==> config.mk <==
export PLATFORM = sky130hd
export DESIGN_NAME = decode_stage
export DESIGN_NICKNAME = d
export VERILOG_FILES = /design/src/rtl/decode_pkg.sv /design/src/rtl/decode_core.sv /design/src/rtl/decode_stage.sv
export SDC_FILE = /design/constraint.sdc
export NUM_CORES = 1
export LEC_CHECK = 0
export ABC_AREA = 0
export BUFFER_PORTS_ARGS = -buffer_cell sky130_fd_sc_hd__buf_2
export CAP_MARGIN = 20
export CELL_PAD_IN_SITES_DETAIL_PLACEMENT = 0
export CELL_PAD_IN_SITES_GLOBAL_PLACEMENT = 1
export CORE_UTILIZATION = 43
export CTS_BUF_LIST = sky130_fd_sc_hd__clkbuf_8 sky130_fd_sc_hd__clkbuf_16
export CTS_CLUSTER_DIAMETER = 50
export CTS_CLUSTER_SIZE = 16
export DETAILED_ROUTE_END_ITERATION = 7
export PLACE_DENSITY = 0.76
export REMOVE_ABC_BUFFERS = 1
export SYNTH_ARGS = -nofsm -noshare
export SYNTH_HDL_FRONTEND = slang
export SYNTH_SLANG_ARGS = --single-unit
==> constraint.sdc <==
create_clock -name clk -period 1.8 [get_ports clk]
set_input_delay 0.36 -clock clk [delete_from_list [all_inputs] [get_ports clk]]
set_output_delay 0.36 -clock clk [all_outputs]
set_load 0.05 [all_outputs]
==> src/rtl/decode_pkg.sv <==
// Shared decode definitions: RV opcode constants, instruction-format
// encodings and the decoded-instruction record carried through the queue.
package decode_pkg;

    localparam logic [6:0] OPC_LUI      = 7'b0110111;
    localparam logic [6:0] OPC_AUIPC    = 7'b0010111;
    localparam logic [6:0] OPC_OP       = 7'b0110011;
    localparam logic [6:0] OPC_OP_IMM   = 7'b0010011;
    localparam logic [6:0] OPC_JAL      = 7'b1101111;
    localparam logic [6:0] OPC_JALR     = 7'b1100111;
    localparam logic [6:0] OPC_BRANCH   = 7'b1100011;
    localparam logic [6:0] OPC_LOAD     = 7'b0000011;
    localparam logic [6:0] OPC_STORE    = 7'b0100011;
    localparam logic [6:0] OPC_MISC_MEM = 7'b0001111;
    localparam logic [6:0] OPC_SYSTEM   = 7'b1110011;

    localparam logic [2:0] TYPE_R  = 3'd0;
    localparam logic [2:0] TYPE_I  = 3'd1;
    localparam logic [2:0] TYPE_JR = 3'd2;
    localparam logic [2:0] TYPE_S  = 3'd3;
    localparam logic [2:0] TYPE_B  = 3'd4;
    localparam logic [2:0] TYPE_U  = 3'd5;
    localparam logic [2:0] TYPE_J  = 3'd6;

    // Immediate is always built at the widest legal XLEN; consumers truncate.
    localparam int IMM_W = 64;

    typedef struct packed {
        logic [6:0]       opcode;
        logic [4:0]       rd;
        logic [4:0]       rs1;
        logic [4:0]       rs2;
        logic [2:0]       funct3;
        logic [6:0]       funct7;
        logic [5:0]       shamt;
        logic [IMM_W-1:0] imm;
        logic [2:0]       itype;
        logic             is_load;
        logic             is_store;
        logic             is_writeback;
        logic             use_adder;
        logic             use_pc;
        logic             is_lui;
        logic             is_system;
        logic             is_illegal;
        logic             is_muldiv;
    } decoded_t;

endpackage

==> src/rtl/decode_core.sv <==
// Combinational RV instruction decoder: raw 32-bit instruction -> decoded_t.
// Optional M-extension legality is enabled by macro DECODE_STAGE_RV_M_EN.
module decode_core
    import decode_pkg::*;
#(
    parameter int XLEN = 32
) (
    input  logic [31:0] inst,
    output decoded_t    dec
);

    logic [6:0] opcode;
    logic [2:0] funct3;
    logic [6:0] funct7;
    logic [2:0] itype;
    logic       known;
    logic       bad;
    logic       wb;
    logic       ld;
    logic       st;
    logic       muldiv;
    logic       illegal;

    assign opcode = inst[6:0];
    assign funct3 = inst[14:12];
    assign funct7 = inst[31:25];

    // Classify the opcode, check legality, then assemble the decoded record.
    always_comb begin
        dec     = '0;
        itype   = TYPE_R;
        known   = 1'b1;
        bad     = 1'b0;
        wb      = 1'b0;
        ld      = 1'b0;
        st      = 1'b0;
        muldiv  = 1'b0;
        illegal = 1'b0;
        case (opcode)
            OPC_LUI:      begin itype = TYPE_U; wb = 1'b1; dec.is_lui = 1'b1; end
            OPC_AUIPC:    begin itype = TYPE_U; wb = 1'b1; dec.use_pc = 1'b1; dec.use_adder = 1'b1; end
            OPC_JAL:      begin itype = TYPE_J; wb = 1'b1; dec.use_pc = 1'b1; dec.use_adder = 1'b1; end
            OPC_JALR:     begin itype = TYPE_JR; wb = 1'b1; dec.use_pc = 1'b1; dec.use_adder = 1'b1; end
            OPC_BRANCH:   itype = TYPE_B;
            OPC_LOAD:     begin itype = TYPE_I; wb = 1'b1; ld = 1'b1; dec.use_adder = 1'b1; end
            OPC_STORE:    begin itype = TYPE_S; st = 1'b1; dec.use_adder = 1'b1; end
            OPC_MISC_MEM: itype = TYPE_I;
            OPC_SYSTEM:   begin itype = TYPE_I; wb = (funct3 != 3'b000); dec.is_system = 1'b1; end
            OPC_OP: begin
                itype = TYPE_R;
                wb    = 1'b1;
                case (funct7)
                    7'h00: bad = 1'b0;
                    7'h20: bad = !(funct3 == 3'b000 || funct3 == 3'b101);
`ifdef DECODE_STAGE_RV_M_EN
                    7'h01: muldiv = 1'b1;
`endif
                    default: bad = 1'b1;
                endcase
            end
            OPC_OP_IMM: begin
                itype = TYPE_I;
                wb    = 1'b1;
                // Shifts reuse the upper immediate bits as funct bits; the
                // shamt width (5 or 6 bits) depends on XLEN.
                if (funct3 == 3'b001) begin
                    bad = (XLEN == 64) ? (inst[31:26] != 6'b000000) : (inst[31:25] != 7'b0000000);
                end else if (funct3 == 3'b101) begin
                    bad = (XLEN == 64) ? !(inst[31:26] == 6'b000000 || inst[31:26] == 6'b010000)
                                       : !(inst[31:25] == 7'b0000000 || inst[31:25] == 7'b0100000);
                end
            end
            default: known = 1'b0;
        endcase

        illegal = (inst[1:0] != 2'b11) || !known || bad;

        case (itype)
            TYPE_I, TYPE_JR: dec.imm = {{52{inst[31]}}, inst[31:20]};
            TYPE_S:          dec.imm = {{52{inst[31]}}, inst[31:25], inst[11:7]};
            TYPE_B:          dec.imm = {{52{inst[31]}}, inst[7], inst[30:25], inst[11:8], 1'b0};
            TYPE_U:          dec.imm = {{32{inst[31]}}, inst[31:12], 12'b0};
            TYPE_J:          dec.imm = {{44{inst[31]}}, inst[19:12], inst[20], inst[30:21], 1'b0};
            default:         dec.imm = '0;
        endcase

        dec.opcode       = opcode;
        dec.rd           = (itype == TYPE_S || itype == TYPE_B) ? 5'd0 : inst[11:7];
        dec.rs1          = (itype == TYPE_U || itype == TYPE_J) ? 5'd0 : inst[19:15];
        dec.rs2          = (itype == TYPE_R || itype == TYPE_S || itype == TYPE_B) ? inst[24:20] : 5'd0;
        dec.funct3       = funct3;
        dec.funct7       = funct7;
        dec.shamt        = (XLEN == 64) ? inst[25:20] : {1'b0, inst[24:20]};
        dec.itype        = itype;
        dec.is_illegal   = illegal;
        dec.is_load      = ld && !illegal;
        dec.is_store     = st && !illegal;
        dec.is_writeback = wb && !illegal && (inst[11:7] != 5'd0);
        dec.is_muldiv    = muldiv && !illegal;
    end

endmodule

==> src/rtl/decode_stage.sv <==
// Decode stage: decodes incoming instructions and buffers the decoded records
// in a DEPTH-entry FIFO towards the next stage. Optional macro:
// DECODE_STAGE_RV_M_EN (accept RV M-extension ops as legal).
module decode_stage
    import decode_pkg::*;
#(
    parameter int XLEN  = 32,
    parameter int DEPTH = 2
) (
    input  logic            clk,
    input  logic            rst_n,
    input  logic            flush,
    input  logic            in_valid,
    output logic            in_ready,
    input  logic [31:0]     in_inst,
    input  logic [XLEN-1:0] in_pc,
    output logic            out_valid,
    input  logic            out_ready,
    output logic [XLEN-1:0] out_pc,
    output logic [6:0]      out_opcode,
    output logic [4:0]      out_rd,
    output logic [4:0]      out_rs1,
    output logic [4:0]      out_rs2,
    output logic [2:0]      out_funct3,
    output logic [6:0]      out_funct7,
    output logic [5:0]      out_shamt,
    output logic [XLEN-1:0] out_imm,
    output logic [2:0]      out_type,
    output logic            out_is_load,
    output logic            out_is_store,
    output logic            out_is_writeback,
    output logic            out_use_adder,
    output logic            out_use_pc,
    output logic            out_is_lui,
    output logic            out_is_system,
    output logic            out_is_illegal,
    output logic            out_is_muldiv
);

    localparam int PTR_W = (DEPTH > 1) ? $clog2(DEPTH) : 1;
    localparam int CNT_W = $clog2(DEPTH + 1);

    decoded_t        in_dec;
    decoded_t        head;
    decoded_t        mem_dec [DEPTH];
    logic [XLEN-1:0] mem_pc  [DEPTH];
    logic [PTR_W-1:0] wr_ptr;
    logic [PTR_W-1:0] rd_ptr;
    logic [CNT_W-1:0] count;
    logic            ready_en;
    logic            push;
    logic            pop;
    logic            unused_head_imm;

    decode_core #(.XLEN(XLEN)) u_core (
        .inst (in_inst),
        .dec  (in_dec)
    );

    // Handshake: a transfer happens on a clock edge where valid && ready are
    // both high. A producer holding valid keeps its payload stable until the
    // transfer; ready never depends on valid in the same cycle. Flush wins
    // over both sides, so no transfer completes in a flush cycle.
    assign in_ready  = ready_en && (count < CNT_W'(DEPTH));
    assign out_valid = (count != '0);
    assign push      = in_valid && in_ready && !flush;
    assign pop       = out_valid && out_ready && !flush;

    function automatic logic [PTR_W-1:0] ptr_inc(input logic [PTR_W-1:0] p);
        return (p == PTR_W'(DEPTH - 1)) ? '0 : p + 1'b1;
    endfunction

    // Queue bookkeeping: occupancy, circular pointers and post-reset ready.
    always_ff @(posedge clk or negedge rst_n) begin
        if (!rst_n) begin
            count    <= '0;
            wr_ptr   <= '0;
            rd_ptr   <= '0;
            ready_en <= 1'b0;
        end else begin
            ready_en <= 1'b1;
            if (flush) begin
                count  <= '0;
                wr_ptr <= '0;
                rd_ptr <= '0;
            end else begin
                if (push) wr_ptr <= ptr_inc(wr_ptr);
                if (pop)  rd_ptr <= ptr_inc(rd_ptr);
                case ({push, pop})
                    2'b10:   count <= count + 1'b1;
                    2'b01:   count <= count - 1'b1;
                    default: count <= count;
                endcase
            end
        end
    end

    // Entry storage; cleared on reset so every output field reads zero then.
    always_ff @(posedge clk or negedge rst_n) begin
        if (!rst_n) begin
            for (int i = 0; i < DEPTH; i++) begin
                mem_dec[i] <= '0;
                mem_pc[i]  <= '0;
            end
        end else if (push) begin
            mem_dec[wr_ptr] <= in_dec;
            mem_pc[wr_ptr]  <= in_pc;
        end
    end

    assign head            = mem_dec[rd_ptr];
    // Upper immediate bits beyond XLEN are intentionally dropped.
    assign unused_head_imm = ^head.imm;

    assign out_pc           = mem_pc[rd_ptr];
    assign out_opcode       = head.opcode;
    assign out_rd           = head.rd;
    assign out_rs1          = head.rs1;
    assign out_rs2          = head.rs2;
    assign out_funct3       = head.funct3;
    assign out_funct7       = head.funct7;
    assign out_shamt        = head.shamt;
    assign out_imm          = head.imm[XLEN-1:0];
    assign out_type         = head.itype;
    assign out_is_load      = head.is_load;
    assign out_is_store     = head.is_store;
    assign out_is_writeback = head.is_writeback;
    assign out_use_adder    = head.use_adder;
    assign out_use_pc       = head.use_pc;
    assign out_is_lui       = head.is_lui;
    assign out_is_system    = head.is_system;
    assign out_is_illegal   = head.is_illegal;
    assign out_is_muldiv    = head.is_muldiv;

endmodule

==> results of run 1 <==
[registers in the layout, indices dropped and copies added, names as in the netlist]
signal / cells
ready_en: 1
mem_dec: 160
rd_ptr: 1
count: 2
wr_ptr: 1
mem_pc: 64
[power by group]
group / leakage, nW / internal, mW / total [mW] / switching [mW]
logic: 3.63 / 1.78 / 4.80 / 3.02
registers: 2.94 / 6.13 / 6.60 / 0.476
clock network: 0.445 / 3.17 / 5.45 / 2.28
[metal layers]
layer,wire (µm),track usage (%),part of all wire (%),vias to the layer above
li1,-,-,-,4188
met1,13350,31.05,47,4163
met2,13680,35.97,48,206
met3,1180,2.961,4.1,27
met4,465,4.329,1.6,0
met5,0,0,0,-
[area by class of cell]
class | instances | area (µm²) | area share (%)
tap | 324 | 405.4 | 2.865
multi-input combinational | 819 | 4692 | 33.16
sequential | 229 | 5734 | 40.53
clock inverter | 21 | 207.7 | 1.468
clock buffer | 29 | 703.2 | 4.970
inverter | 4 | 15.01 | 0.1061
timing repair buffer | 268 | 2391 | 16.90
[cells in the mapped netlist, types with 2 or more instances]
cell type and instances:
a211oi_1 2, a21o_1 2, a21oi_1 27, a21oi_2 11, a31oi_1 8, a32oi_1 2
and2_1 2, buf_1 17, buf_2 29, buf_4 5, buf_6 3, clkbuf_1 22
conb_1 2, dfrtp_1 229, inv_1 3, mux2_2 137, nand2_1 435, nand2b_1 4
nand3_1 5, nand3b_1 2, nor2_1 48, nor2b_1 9, nor3_1 7, nor4_1 3
o211a_1 2, o211ai_1 2, o21ai_0 62, o22a_1 2, o2bb2ai_1 8, o31ai_1 6
or2_2 4, xor2_1 2
[logic make-up after synthesis]
family	Yosys count	synth area share, %
buffers and inverters	80	3.517
other	2	0.06989
XOR/XNOR	3	0.2446
flip-flops	229	53.33
multiplexers	138	14.45
adder cells (fa/ha/maj)	1	0.1048
AO/OA/AOI/OAI	146	8.640
AND/OR/NAND/NOR	528	19.64
[worst max-delay path, delay by kind of cell (launching register included)]
kind                   cells  cell delay, ns
buffers and inverters      3            0.54
muxes                      1            0.35
DFF                        1            0.44
[cells in the final DEF (no fill, tap or decap), types with 7 or more instances in the layout]
master / n
o21ai_0: 62
dfrtp_1: 228
buf_12: 17
nor2_1: 46
a21oi_2: 11
nor2b_1: 8
buf_2: 84
o2bb2ai_1: 8
a21oi_1: 27
mux2_2: 137
buf_4: 82
buf_6: 73
inv_1: 7
a31oi_1: 8
clkbuf_16: 31
nand2_1: 434
[final timing paths]
path	depth (start not counted)	end	slack [ns]	startpoint
max	4	out_imm[16]	-0.44	rd_ptr$_DFFE_PN0P_
min	3	mem_pc[40]$_DFFE_PN0P_	0.03	in_pc[8]
max reg2reg	5	mem_dec[30]$_DFFE_PN0P_	0.08	count[1]$_DFFE_PN0P_
min reg2reg	2	mem_dec[77]$_DFFE_PN0P_	0.47	mem_dec[77]$_DFFE_PN0P_
max in group asynchronous	3	mem_pc[41]$_DFFE_PN0P_	0.90	rst_n
min in group asynchronous	2	mem_pc[13]$_DFFE_PN0P_	0.31	rst_n
[repair_timing]
action,CTS,global route
setup buffers,0,3
setup endpoints to repair,140,119
hold buffers,1,0
pin swaps,1,0
resized for setup,99,129
cloned,0,4
hold endpoints to repair,33,0
==> flow_summary.ini, run 1 <==
[outcome]
status = finished with violations
violations = setup timing

[sta]
rsz0062_at_grt = true
finalSetupViolCount = 112
slew_violations = 0
fmax_ghz = 0.4457
worstMarginPinSlew_ns = 0.7399
setup_slack_ns = -0.4436
whs_ns = 0.02866
setup_tns_ns = -45.59
relSlewSlack_pct = 50.57
fin_skew_ns = 0.01033
post-route-period-util_pct = 124.6
fin_crit_ns = 2.244
final_hold_viol_count = 0

[clocking]
cts_buffer_depth = 3
clk_pin_slew_ns = 0.07
clockRootBuffer = clkbuf_16
numCtsBuffers = 27
clock_latency_ns = 0.53
cts_tree = built
cts_sinks = 229
htreeDepth = 1

[grt]
antenna_found_initial = 0
grt_pass1_wl_um = 45510
gr-total-overflow = 0
grt_pass1_vias = 8525
grt_max_degree = 88
track_usage_pct = 21.90

[floorplan]
std_cell_rows = 57
io_pins = 185
fp.coreArea_um2 = 24390
die_w_um = 160.1
die_height_um = 160.1
start_util_pct = 44.05
dieArea_um2 = 25630

[power]
total_power_mw = 16.85
power_leakage_nw = 7.016
powerDensity_nw_per_um2 = 1191
peakVddDrop_mv = 0.7148

[worst_setup_path]
required_ns = 1.44
crit_arrival_ns = 1.88
worst_path_most_repeated_cell = buf_12
end_kind = output port
cpPeakStageDelay_ns = 0.44
cp_cell_sequence = buf_12, buf_12, mux2_2, buf_2
crit_path_start_kind = flop
path_class = reg2out
crit_fanout = 18
crit_path_top_delay_cell = dfrtp_4

[placed_design]
gp_congestion = 0.9181
placed_cells = 1636
pre_cts_slack_ns = -0.2715
port_buffers = 182
dp_hpwl_um = 18520
placed_area_um2 = 12530

[drt]
wirelength_um = 28680
ant_nets = 0
drtIter0Drc = 628
drtPass1Iterations = 5
vias_per_cell = 5.067
vias = 8584
drcViolationCount = 0
detail_route.wl_per_cell_um = 16.93

[final_layout]
final_util_pct = 58.01
area_growth_pct = 31.67
instances_no_fill = 1694
final_area_um2 = 14150
fin_nets = 1418
fillers = 2192
layout-drive-gt1-share_pct = 35.18
diodes = 0

[synthesis]
synth_edf_count = 0
syn_area_per_cell_um2 = 9.534
synthCells = 1127
yosysUniqueCellTypes = 57
ys_ff_latch = 229
yosysSeqAreaShare_pct = 53.33
synthFlopType = dfrtp_1
async_flop_share_pct = 100.0
yosys.area.top_type = dfrtp_1
yosysWarnings = 0
yosysTopAreaCellShare_pct = 53.33
syn_area_um2 = 10750
synth.area.top_cells = dfrtp_1 53%, nand2_1 15%, mux2_2 14%

[run]
drv_cap = 0

[hold_path]
hp-class = in2reg
No activity file was read; power rests on OpenSTA's default activity.
==> run 2: changes to the inputs <==
--- a/config.mk
+++ b/config.mk
@@ -6,16 +6,17 @@
 export NUM_CORES = 1
 export LEC_CHECK = 0
 export ABC_AREA = 0
-export BUFFER_PORTS_ARGS = -buffer_cell sky130_fd_sc_hd__buf_2
 export CAP_MARGIN = 20
 export CELL_PAD_IN_SITES_DETAIL_PLACEMENT = 0
 export CELL_PAD_IN_SITES_GLOBAL_PLACEMENT = 1
-export CORE_UTILIZATION = 43
+export CORE_UTILIZATION = 49
 export CTS_BUF_LIST = sky130_fd_sc_hd__clkbuf_8 sky130_fd_sc_hd__clkbuf_16
 export CTS_CLUSTER_DIAMETER = 50
 export CTS_CLUSTER_SIZE = 16
 export DETAILED_ROUTE_END_ITERATION = 7
+export DONT_BUFFER_PORTS = 1
 export PLACE_DENSITY = 0.76
+export RECOVER_POWER = 50
 export REMOVE_ABC_BUFFERS = 1
 export SYNTH_ARGS = -nofsm -noshare
 export SYNTH_HDL_FRONTEND = slang
==> run 2 against run 1 <==
  * Total power increased by 1.5%
  * Non-clock buffer count shrank 153
  * The flow finishes with violations (hold timing, setup timing)
  * Design area is 4.1% lower
  * Sequential cell count is the same
  * Clock skew about the same
  * Critical path type unchanged
  * Via count down 5.3%
  * Hold slack lost 0.50 ns
  * Wire length rose by 0.92%
  * Clock power increased by 14%
  * Largest power group unchanged
  * Sequential share of layout area is 1.7 points higher
==> flow_summary.ini, run 2 (synthesized netlist as in run 1, its figures left out) <==
[sta]
setup_slack_ns = -0.3637
fmax_ghz = 0.4622
post-route-period-util_pct = 120.2
fin_skew_ns = 0.01042
relSlewSlack_pct = 40.96
finalSetupViolCount = 112
final_hold_viol_count = 229
slew_violations = 0
whs_ns = -0.4739
fin_crit_ns = 2.164
rsz0062_at_grt = true
worstMarginPinSlew_ns = 0.8763

[worst_setup_path]
cp_cell_sequence = buf_12, buf_16, mux2_4
required_ns = 1.44
path_class = reg2out
r2r-start = count[1]$_DFFE_PN0P_
crit_path_start_kind = flop
worstReg2RegEnd = mem_dec[208]$_DFFE_PN0P_
rrSetupSlack_ns = 0.11
crit_fanout = 12
reg2reg_depth = 5
cpPeakStageDelay_ns = 0.52
cp_num_buf_inv = 2
crit_family = flip-flops
end_kind = output port
crit_path_top_delay_cell = dfrtp_4
crit_arrival_ns = 1.80

[power]
peakVddDrop_mv = 0.7515
cellInternalPower_mw = 11.47
total_power_mw = 17.10
swShare_pct = 32.92
powerDensity_nw_per_um2 = 1260
power_leakage_nw = 6.522
p_comb_share_pct = 24.7
power_frac_clock_pct = 36.4
p_seq_share_pct = 38.9
switching_power_mw = 5.628

[clocking]
htreeDepth = 1
cts_hold_buf = 63
numCtsBuffers = 28
cts_buffer_depth = 3
cts_tree = built
clk_pin_slew_ns = 0.06
clockRootBuffer = clkbuf_16
cts_sinks = 229
clock_latency_ns = 0.53

[drt]
drtPass1Iterations = 4
drtIter0Drc = 528
vias = 8132
ant_nets = 0
vias_per_cell = 5.447
detail_route.wl_per_cell_um = 19.39
drcViolationCount = 0
wirelength_um = 28950

[final_layout]
reg.largest.list = mem_dec x160, mem_pc x64, count x2
top_register = mem_dec
diodes = 0
largest_reg_flops = 160
layout_common_cells = 434 x nand2_1, 228 x dfrtp_1, 112 x mux2_4
layout_commonest_cell = nand2_1
final_area_um2 = 13560
layout-drive-gt1-share_pct = 22.25
fin_nets = 1266
instances_no_fill = 1493
area_growth_pct = 26.23

[grt]
grt_pass1_wl_um = 44470
grt_max_degree = 230
track_usage_pct = 25.38
gr-total-overflow = 0
grt_pass1_vias = 8169
antenna_found_initial = 0

[floorplan]
die_w_um = 150.1
start_util_pct = 50.48
fp.coreArea_um2 = 21290
std_cell_rows = 53
die_height_um = 150.1
dieArea_um2 = 22530
io_pins = 185

[hold_path]
hp-class = in2async

[run]
drv_cap = 0

[placed_design]
placed_area_um2 = 11150
placed_cells = 1364
dp_hpwl_um = 16210
port_buffers = 0
gp_congestion = 0.8174

[outcome]
status = finished with violations
violations = hold timing, setup timing
## run 2: layer usage
metal / routed length, µm / global-route usage (%) / part of all wire (%)
met1: 12630 / 34.93 / 44
met2: 14080 / 40.97 / 49
met3: 1665 / 4.817 / 5.8
met4: 570 / 6.818 / 2.0
met5: 0 / 0 / 0
## run 2: worst max-delay path by stage
stage | from | end | slack [ns] | cells after the start
after floorplan | count[1]$_DFFE_PN0P_ | mem_dec[121]$_DFFE_PN0P_ | -1.88 | 3
after global placement | in_inst[27] | mem_dec[6]$_DFFE_PN0P_ | 0.02 | 6
after detailed placement | in_inst[27] | mem_dec[6]$_DFFE_PN0P_ | -0.02 | 6
after CTS | rd_ptr$_DFFE_PN0P_ | out_shamt[0] | -0.39 | 3
after global routing | rd_ptr$_DFFE_PN0P_ | out_imm[21] | -0.39 | 3
final | rd_ptr$_DFFE_PN0P_ | out_imm[3] | -0.36 | 3
## run 2: area by class of cell
| class | instances | area (µm²) |
|---|---|---|
| Timing Repair Buffer | 115 | 1328 |
| Sequential cell | 229 | 5734 |
| Multi-Input combinational cell | 819 | 5100 |
| Inverter | 4 | 15.01 |
| Clock inverter | 20 | 290.3 |
| Tap cell | 275 | 344.1 |
| Fill cell | 1728 | 7722 |
| Clock buffer | 31 | 753.2 |
## run 2: through the flow
step | util (%) | setup TNS, ns | setup slack (ns)
floorplan | - | -469.34 | -1.878
global placement | 52.40 | 0 | 0.01927
detailed placement | 52.40 | -0.01995 | -0.01907
CTS | 62.46 | -41.15 | -0.3947
global route | 63.72 | -39.93 | -0.3892
finish | 63.72 | -36.32 | -0.3637
## run 2: what timing repair did
item,CTS,global route
buffers inserted,6,1
pin swaps,0,0
cloned,5,5
endpoints found under the setup margin,116,145
endpoints found under the hold margin,398,229
gates resized for setup,72,57
## run 2: worst reg2reg max path: cells and delay by family (launching register included)
family	cells	cell delay [ns]
AOI/OAI and AO/OA	1	0.26
buffers and inverters	2	0.45
DFF	1	0.37
and+or+nand+nor	2	0.50
## run 2: power by group through the flow
stage | Sequential [mW] | Clock [mW] | Combinational (mW)
floorplan | 6.58 | 0 | 3.21
global placement | 6.65 | 0 | 3.61
detailed placement | 6.69 | 0 | 3.65
CTS | 6.62 | 6.33 | 4.06
global route | 6.77 | 6.56 | 4.50
finish | 6.65 | 6.22 | 4.23
==> run 3: changes to the inputs <==
--- a/config.mk
+++ b/config.mk
@@ -10,7 +10,7 @@
 export CELL_PAD_IN_SITES_DETAIL_PLACEMENT = 0
 export CELL_PAD_IN_SITES_GLOBAL_PLACEMENT = 1
 export CORE_UTILIZATION = 49
-export CTS_BUF_LIST = sky130_fd_sc_hd__clkbuf_8 sky130_fd_sc_hd__clkbuf_16
+export CTS_BUF_LIST = sky130_fd_sc_hd__clkbuf_16
 export CTS_CLUSTER_DIAMETER = 50
 export CTS_CLUSTER_SIZE = 16
 export DETAILED_ROUTE_END_ITERATION = 7
@@ -18,6 +18,7 @@
 export PLACE_DENSITY = 0.76
 export RECOVER_POWER = 50
 export REMOVE_ABC_BUFFERS = 1
+export SETUP_SLACK_MARGIN = 0.3
 export SYNTH_ARGS = -nofsm -noshare
 export SYNTH_HDL_FRONTEND = slang
 export SYNTH_SLANG_ARGS = --single-unit
==> constraint.sdc (replaced) <==
create_clock -name clk -period 2.3 [get_ports clk]
set_input_delay 0.46 -clock clk [delete_from_list [all_inputs] [get_ports clk]]
set_output_delay 0.46 -clock clk [all_outputs]
set_load 0.05 [all_outputs]
==> run 3 against run 2 <==
  * The run still ends with hold timing, setup timing left
  * Hold slack better by 0.097 ns
  * Sequential cell count unchanged
  * Clock skew decreased by 0.0020 ns
  * Cell count shrank 5.8%
  * Sequential power fell by 22%
  * Register-to-register slack better by 0.08 ns
  * Die area unchanged
  * Clock power fell by 24%
  * Clock-buffer cell count down 2
==> flow_summary.ini, run 3 (synthesized netlist as in run 1, its figures left out) <==
[sta]
relSlewSlack_pct = 43.63
slew_violations = 0
setup_slack_ns = -0.02863
fmax_ghz = 0.4294
worstMarginPinSlew_ns = 0.8366
setup_tns_ns = -0.6038
whs_ns = -0.3773
fin_skew_ns = 0.008466
rsz0062_at_grt = true
finalSetupViolCount = 64
post-route-period-util_pct = 101.2
final_hold_viol_count = 229
fin_crit_ns = 2.329

[final_layout]
top_register = mem_dec
fillers = 1950
area_growth_pct = 14.47
diodes = 0
layout_commonest_cell = nand2_1
fin_nets = 1179
multi_input_area_um2 = 4843
layout-drive-gt1-share_pct = 21.38
layout_common_cells = 434 x nand2_1, 228 x dfrtp_1, 90 x mux2_2
reg.largest.list = mem_dec x160, mem_pc x64, count x2
seq_area_um2 = 5734
largest_reg_flops = 160

[power]
power_leakage_nw = 5.898
power_frac_clock_pct = 36.9
switching_power_mw = 4.328
p_comb_share_pct = 22.8
total_power_mw = 12.87
p_seq_share_pct = 40.3
powerDensity_nw_per_um2 = 1046
cellInternalPower_mw = 8.541
swShare_pct = 33.63
peakVddDrop_mv = 0.6582

[worst_setup_path]
rrSetupSlack_ns = 0.19
r2r-start = count[1]$_DFFE_PN0P_
cp_cell_sequence = buf_16, mux2_2
path_class = reg2out
crit_path_start_kind = flop
cpPeakStageDelay_ns = 0.52
crit_path_top_delay_cell = dfrtp_4
endpoint = out_rd[4]
crit_arrival_ns = 1.87
required_ns = 1.84
reg2reg_depth = 5
startpoint = rd_ptr$_DFFE_PN0P_
worstReg2RegEnd = mem_dec[120]$_DFFE_PN0P_
crit_fanout = 37
end_kind = output port

[clocking]
clock_latency_ns = 0.54
clk_pin_slew_ns = 0.06
cts_sinks = 229
htreeDepth = 1
cts_buffer_depth = 3
clockRootBuffer = clkbuf_16
cts_hold_buf = 1
numCtsBuffers = 29
cts_tree = built

[grt]
grt_max_degree = 230
grt_pass1_vias = 7767
gr-total-overflow = 0
grt_pass1_wl_um = 42010
antenna_found_initial = 0
track_usage_pct = 23.97

[placed_design]
port_buffers = 0
dp_hpwl_um = 15720
gp_congestion = 0.8427

[floorplan]
die_w_um = 150.1
io_pins = 185
die_height_um = 150.1
std_cell_rows = 53
fp.coreArea_um2 = 21290
dieArea_um2 = 22530
start_util_pct = 50.48

[drt]
drcViolationCount = 0
ant_nets = 0
vias_per_cell = 5.453
vias = 7673
drtPass1Iterations = 4
drtIter0Drc = 379
detail_route.wl_per_cell_um = 19.14
wirelength_um = 26930

[outcome]
violations = hold timing, setup timing
status = finished with violations

[hold_path]
hp-class = in2async

[run]
drv_cap = 0
[run 3: cell count changes in the layout (fill, tap and decap cells not counted), moves of 3 or more]
cell	before	now
clkbuf_16	32	29
mux2_4	112	47
buf_12	7	3
mux2_2	25	90
buf_6	7	0
buf_16	7	4
inv_1	3	6
dlygate4sd3_1	63	1
buf_4	28	16
[run 3: per-layer routing]
| layer | global-route usage, % | wire [µm] |
|---|---|---|
| met5 | 0 | 0 |
| met4 | 5.354 | 467 |
| met3 | 6.280 | 1820 |
| met1 | 31.40 | 11710 |
| met2 | 39.72 | 12930 |
[run 3: cell type report]
cell class	count	area share, %
clock buffers	29	5.900
clock inverters	24	2.421
inverters	4	0.1221
multi-input cells	820	39.38
flip-flops and latches	229	46.62
well taps	275	2.797
repair buffers	26	2.767
[run 3: how the worst min path moves through the flow]
stage	to	slack (ns)	depth (start not counted)
final	mem_pc[13]$_DFFE_PN0P_	-0.38	0
after global routing	mem_pc[13]$_DFFE_PN0P_	-0.40	0
after CTS	mem_pc[13]$_DFFE_PN0P_	-0.40	0
after detailed placement	mem_pc[13]$_DFFE_PN0P_	0.17	0
after global placement	mem_pc[13]$_DFFE_PN0P_	0.17	0
after floorplan	count[0]$_DFFE_PN0P_	0.16	0
[run 3: power groups by stage]
stage | combinational [mW] | clock (mW) | sequential (mW)
after floorplan | 2.51 | 0 | 5.15
after global placement | 2.80 | 0 | 5.21
after detailed placement | 2.82 | 0 | 5.24
after CTS | 2.96 | 4.85 | 5.18
after global routing | 3.15 | 5.02 | 5.29
final | 2.94 | 4.75 | 5.18
[run 3: stage by stage]
step | worst slack, ns | cells | utilization (%) | area (µm²) | hold slack (ns)
finish | -0.02863 | 1407 | 57.79 | 12300 | -0.3773
global route | -0.05050 | 1407 | 57.79 | 12300 | -0.4030
CTS | -0.02545 | 1406 | 57.77 | 12300 | -0.4012
detailed placement | 0.2773 | 1347 | 51.62 | 10990 | 0.1687
global placement | 0.3115 | 1347 | 51.62 | 10990 | 0.1689
floorplan | -1.426 | 1052 | - | 10390 | 0.1644
[run 3: critical path, delay by kind of cell, from the launching register on]
kind | cells | cell delay [ns]
buffers and inverters | 1 | 0.25
flip-flops | 1 | 0.52
multiplexers | 1 | 0.51
[run 3: repair_timing]
| item | 4_1_cts | 5_1_grt |
|---|---|---|
| setup endpoints to repair | 112 | 134 |
| buffers inserted | 2 | 0 |
| resized for setup | 47 | 5 |
| hold endpoints to repair | 233 | 229 |
| cloned | 3 | 1 |
